<file path="config.mk">
export PLATFORM = sky130hd
export DESIGN_NAME = tri_bus_arbiter
export DESIGN_NICKNAME = d
export VERILOG_FILES = /design/src/rtl/tri_bus_pkg.sv /design/src/rtl/rr_pick.sv /design/src/rtl/tri_bus_arbiter.sv
export SDC_FILE = /design/constraint.sdc
export NUM_CORES = 1
export LEC_CHECK = 0
export CAP_MARGIN = 20
export CORE_MARGIN = 2
export CORE_UTILIZATION = 60
export DETAILED_ROUTE_END_ITERATION = 10
export GPL_ROUTABILITY_DRIVEN = 0
export PLACE_DENSITY = 0.92
export RECOVER_POWER = 25
export SETUP_SLACK_MARGIN = 0.2
export SLEW_MARGIN = 20
export SYNTH_ARGS = -nofsm -noshare
export SYNTH_HDL_FRONTEND = slang
export SYNTH_HIERARCHICAL = 1
export SYNTH_SLANG_ARGS = --single-unit
</file>
<file path="constraint.sdc">
create_clock -name clk -period 4.15 [get_ports clk]
set_input_delay 1.245 -clock clk [delete_from_list [all_inputs] [get_ports clk]]
set_output_delay 1.245 -clock clk [all_outputs]
set_load 0.005 [all_outputs]
</file>
<file path="src/rtl/tri_bus_pkg.sv">
// Shared definitions for the tri-state bus arbiter.
//   state_t   : arbiter FSM state encoding (IDLE / OWN / TURN)
//   HOLD_W    : width of the hold counter (covers MAX_HOLD up to 255)
//   TURN_W    : width of the turnaround counter (covers TURNAROUND up to 7)
//   idx_width : width of a requester index for a given requester count
package tri_bus_pkg;

  typedef enum logic [1:0] {
    ST_IDLE = 2'd0,
    ST_OWN  = 2'd1,
    ST_TURN = 2'd2
  } state_t;

  localparam int HOLD_W = 8;
  localparam int TURN_W = 3;

  function automatic int idx_width(input int n);
    return (n > 1) ? $clog2(n) : 1;
  endfunction

endpackage

</file>
<file path="src/rtl/rr_pick.sv">
// Combinational round-robin picker.
// Ports:
//   req    : request vector
//   last   : index of the previous owner; search starts at last+1 and wraps
//   onehot : one-hot winner (zero when no request)
//   idx    : winner index (zero when no request)
//   any    : at least one request present
module rr_pick
  import tri_bus_pkg::*;
#(
  parameter int N_REQ = 4,
  parameter int IW    = idx_width(N_REQ)
) (
  input  logic [N_REQ-1:0] req,
  input  logic [IW-1:0]    last,
  output logic [N_REQ-1:0] onehot,
  output logic [IW-1:0]    idx,
  output logic             any
);

  int cand;

  always_comb begin
    onehot = '0;
    idx    = '0;
    any    = 1'b0;
    cand   = 0;
    // Offset N_REQ wraps back to the last owner itself, so it gets lowest priority.
    for (int i = 1; i <= N_REQ; i++) begin
      cand = (int'(last) + i) % N_REQ;
      if (!any && req[cand[IW-1:0]]) begin
        any                 = 1'b1;
        onehot[cand[IW-1:0]] = 1'b1;
        idx                 = cand[IW-1:0];
      end
    end
  end

endmodule

</file>
<file path="src/rtl/tri_bus_arbiter.sv">
// Round-robin arbiter / sequencer for a shared tri-state bus.
// Grants one owner at a time, drives the per-requester tri_buf enables and
// inserts an all-off turnaround gap between owners.
// Ports:
//   clk      : clock, rising edge
//   reset    : synchronous, active-high
//   req      : level request per requester
//   gnt      : one-hot (or zero) grant, registered
//   drv_en   : tri_buf enables, identical to gnt
//   owner    : index of current owner, meaningful only while bus_busy
//   bus_busy : a grant is active
//
// state | meaning
// IDLE  | bus free, arbitrate among pending requests
// OWN   | one requester owns the bus, hold counter running
// TURN  | all enables off, turnaround counter draining
module tri_bus_arbiter
  import tri_bus_pkg::*;
#(
  parameter int N_REQ      = 4,
  parameter int TURNAROUND = 1,
  parameter int MAX_HOLD   = 16
) (
  input  logic                         clk,
  input  logic                         reset,
  input  logic [N_REQ-1:0]             req,
  output logic [N_REQ-1:0]             gnt,
  output logic [N_REQ-1:0]             drv_en,
  output logic [idx_width(N_REQ)-1:0]  owner,
  output logic                         bus_busy
);

  localparam int IW = idx_width(N_REQ);
  localparam logic [HOLD_W-1:0] HOLD_MAX  = HOLD_W'(MAX_HOLD);
  localparam logic [TURN_W-1:0] TURN_LOAD = TURN_W'(TURNAROUND);
  localparam logic [IW-1:0]     LAST_INIT = IW'(N_REQ - 1);

  state_t            state, state_n;
  logic [HOLD_W-1:0] hold_cnt, hold_n;
  logic [TURN_W-1:0] turn_cnt, turn_n;
  logic [IW-1:0]     last_owner, last_n;
  logic [N_REQ-1:0]  gnt_n;
  logic [IW-1:0]     owner_n;
  logic              busy_n;

  logic [N_REQ-1:0]  pick_onehot;
  logic [IW-1:0]     pick_idx;
  logic              pick_any;
  logic              owner_req;
  logic              others_req;

  rr_pick #(.N_REQ(N_REQ), .IW(IW)) u_pick (
    .req    (req),
    .last   (last_owner),
    .onehot (pick_onehot),
    .idx    (pick_idx),
    .any    (pick_any)
  );

  assign owner_req  = req[owner];
  assign others_req = |(req & ~gnt);

  always_comb begin
    state_n = state;
    hold_n  = hold_cnt;
    turn_n  = turn_cnt;
    last_n  = last_owner;
    gnt_n   = gnt;
    owner_n = owner;
    busy_n  = bus_busy;
    case (state)
      ST_IDLE: begin
        if (pick_any) begin
          state_n = ST_OWN;
          gnt_n   = pick_onehot;
          owner_n = pick_idx;
          busy_n  = 1'b1;
          hold_n  = '0;
        end
      end
      ST_OWN: begin
        if (hold_cnt < HOLD_MAX) hold_n = hold_cnt + 1'b1;
        // The >= also covers a contender arriving after the counter has
        // saturated: it preempts at once instead of waiting forever.
        if (!owner_req || (hold_cnt >= HOLD_MAX - 1'b1 && others_req)) begin
          state_n = ST_TURN;
          gnt_n   = '0;
          busy_n  = 1'b0;
          last_n  = owner;
          turn_n  = TURN_LOAD;
        end
      end
      ST_TURN: begin
        if (turn_cnt != '0) turn_n = turn_cnt - 1'b1;
        if (turn_cnt <= TURN_W'(1)) state_n = ST_IDLE;
      end
      default: state_n = ST_IDLE;
    endcase
  end

  always_ff @(posedge clk) begin
    if (reset) begin
      state      <= ST_IDLE;
      hold_cnt   <= '0;
      turn_cnt   <= '0;
      last_owner <= LAST_INIT;
      gnt        <= '0;
      owner      <= '0;
      bus_busy   <= 1'b0;
    end else begin
      state      <= state_n;
      hold_cnt   <= hold_n;
      turn_cnt   <= turn_n;
      last_owner <= last_n;
      gnt        <= gnt_n;
      owner      <= owner_n;
      bus_busy   <= busy_n;
    end
  end

  assign drv_en = gnt;

endmodule
</file>
==> out/qor.txt <==
Outcome = completed
H-tree lvl count = 1
# DRC = 0
Clock power share = 0.189
Gate Count Post-Synth = 203
Clock sinks = 22
Unrepaired setup endpoints after global routing = no
Power after layout = 610 uW
Antenna violations before repair = 0
Vias in the first global route = 1326
Placed Cells = 234
Sequential area share after synthesis = 0.257
Cell area after layout = 1850 um^2
Post_cts resized = 0
Syn_area_per_cell = 8.43 um^2
Max IR drop VDD = 0.329 mV
GRT Overall Usage = 0.220
Vias = 1494
Leakage power = 0.740 nW
First-pass GRT wire length = 5.80 mm
DRT Wirelength = 3.56 mm
Final nets = 226
Die Width = 57.4 um
Die footprint = 3300 um^2
Final setup violation count = 0
Net Sw Power = 219 uW
Most common library cells after synthesis = 22 x dfxtp_1, 16 x nand2_1, 15 x nor2_1, 12 x ha_1, 12 x inv_1
Routed vias/inst = 6.28
Max-cap violations = 0
EDFF count, synth = 0
Flop pwr share = 0.410
WS Path Type = primary input to flop
Slew at the pin closest to its max-slew limit = 0.921 ns
Post-synthesis mux area share = 0.0753
#FFs+latches synth = 22
Post-Synth Simple-Gate Area = 0.249
Core ar. = 2730 um^2
Diodes inserted = 0
Non-Filler Instances = 238
I/O pins = 17
Int Pwr = 392 uW
Startpoint class of the critical path = primary input
Number of I/O port buffers = 16
Slew Viols, Final = 0
Max-slew headroom = 0.384
Fmax = 303 MHz
Largest net degree at the start of global routing = 29
Top area cells in the synthesized netlist = dfxtp_1 26%, ha_1 8.8%, mux4_2 3.9%
Top cell type's share of synthesized area = 0.257
Drt first-iter violations = 60
Synthesis Warnings = 6
Worst Path Max Fanout = 14
Hold Vio Cnt, Final = 0
Maximum clock path buffer count = 2
Top-count cell post-synth = dfxtp_1
Ys flop type = dfxtp_1
Die Y = 57.4 um
Setup skew after layout = 0.00221 ns
Pwr/cell area = 329 nW/um^2
Compound-Gate Fraction of Synth Area = 0.220
Worst setup EP type = flop
CTS tree = built
Initial DRT Pass Iterations = 6
Hold Buf Count CTS = 0
Initial Util = 0.626
Wire length per cell = 15.0 um
XOR/XNOR Fraction of Synth Area = 0.0205
Post-Syn Area = 1710 um^2
CP required = 4.31 ns
Comb power frac = 0.401
Min Tclk post-route = 3.30 ns
Worst hold path type = flop to flop
Fin crit share = 0.795
Async S/R FF share, synth = 0
Area Overhead vs Synth = 8.26%
Root Buffer = clkbuf_4
CTS clk-pin slew, worst paths = 0.12 ns
Synthesized Nets = 221
Clock latency on the worst-skew pair = 0.30 ns
Share of cells above drive strength 1 = 0.0870
Largest family of logic cells by synthesized area = simple AND/OR/NAND/NOR gates
Post-CTS setup buffers = 0
GRT Residual Overflow = 0
Sw Ratio = 0.358
Placed wire-length estimate = 2.58 mm
Cts bufs inserted = 3
Post-Route Setup TNS = 0 ns
Netlist cell types = 50
Dpl cell area = 1820 um^2
Adder-Cell Fraction of Synth Area = 0.0877
Final ANT Viol Nets = 0
Area leader, netlist = dfxtp_1
Critical path arrival = 3.46 ns
Num rows = 19
WHS = 0.481 ns
worst max-delay path, cell delays in order:
cell and delay [ns]:
clkdlybuf4s50_1 0.76, nor2_1 0.16, nand2_1 0.10, or3b_2 0.55, o21ai_1 0.20, and4_1 0.26
xnor2_1 0.13, nor3_1 0.06
flip-flops by register name, indices dropped and copies added (netlist names):
name        cells
turn_cnt        3
owner           2
hold_cnt        8
state           2
drv_en          4
bus_busy        1
last_owner      2
power by group through the flow:
| stage | Sequential [mW] | Clock [mW] | Combinational [mW] |
|---|---|---|---|
| after floorplan | 0.253 | 0 | 0.187 |
| after global placement | 0.255 | 0 | 0.238 |
| after detailed placement | 0.255 | 0 | 0.244 |
| after CTS | 0.251 | 0.117 | 0.246 |
| after global routing | 0.253 | 0.125 | 0.270 |
| final | 0.250 | 0.116 | 0.245 |
final cells by class:
cell class              count  area, um^2
multi-input cells         151        1120
fillers                   221         881
repair buffers             18         175
inverters                  12        45.0
clock buffers               4        36.3
well taps                  31        38.8
flip-flops and latches     22         440
routing by layer:
metal  GRT usage  wire [um]
met5           0          0
met4      0.0797         65
met3      0.0522        142
met2       0.349       1700
met1       0.292       1650
stage by stage:
step,util,worst slack [ns]
after global placement,0.665,0.651
after floorplan,-,1.22
final,0.678,0.852
after global routing,0.678,0.714
after CTS,0.678,0.876
after detailed placement,0.665,0.577
cell families (layout without fill, tap and decap cells):
family | count (synthesis) | count (layout)
adder cells (fa/ha/maj) | 12 | 12
multiplexers | 9 | 9
AND/OR/NAND/NOR | 77 | 77
buffers and inverters | 30 | 34
flip-flops | 22 | 22
XOR/XNOR | 4 | 4
AO/OA/AOI/OAI | 49 | 49
cells in the final DEF, fill, tap and decap left out, drive strengths merged, types with 5 or more instances in the layout:
master         count
inv               12
clkdlybuf4s50      8
a21oi             11
nand2             16
nand4              7
ha                12
mux2i              5
dfxtp             22
nor2              15
dlygate4sd3        8
a31oi              6
nand3b             8
nor3               5
nor2b              5
o21ai              8
path summary, 6_finish.rpt:
kind,endpoint,cells past startpoint,slack (ns),start
worst max-delay path,hold_cnt[3]$_SDFFE_PP0P_,8,0.85,req[0]
worst min register to register,hold_cnt[7]$_SDFFE_PP0P_,1,0.48,hold_cnt[7]$_SDFFE_PP0P_
worst max register to register,drv_en[0]$_SDFFE_PP0P_,8,1.35,last_owner[1]$_SDFFE_PP1P_
worst min-delay path,hold_cnt[7]$_SDFFE_PP0P_,1,0.48,hold_cnt[7]$_SDFFE_PP0P_
Power figures use the tool's default switching activity.
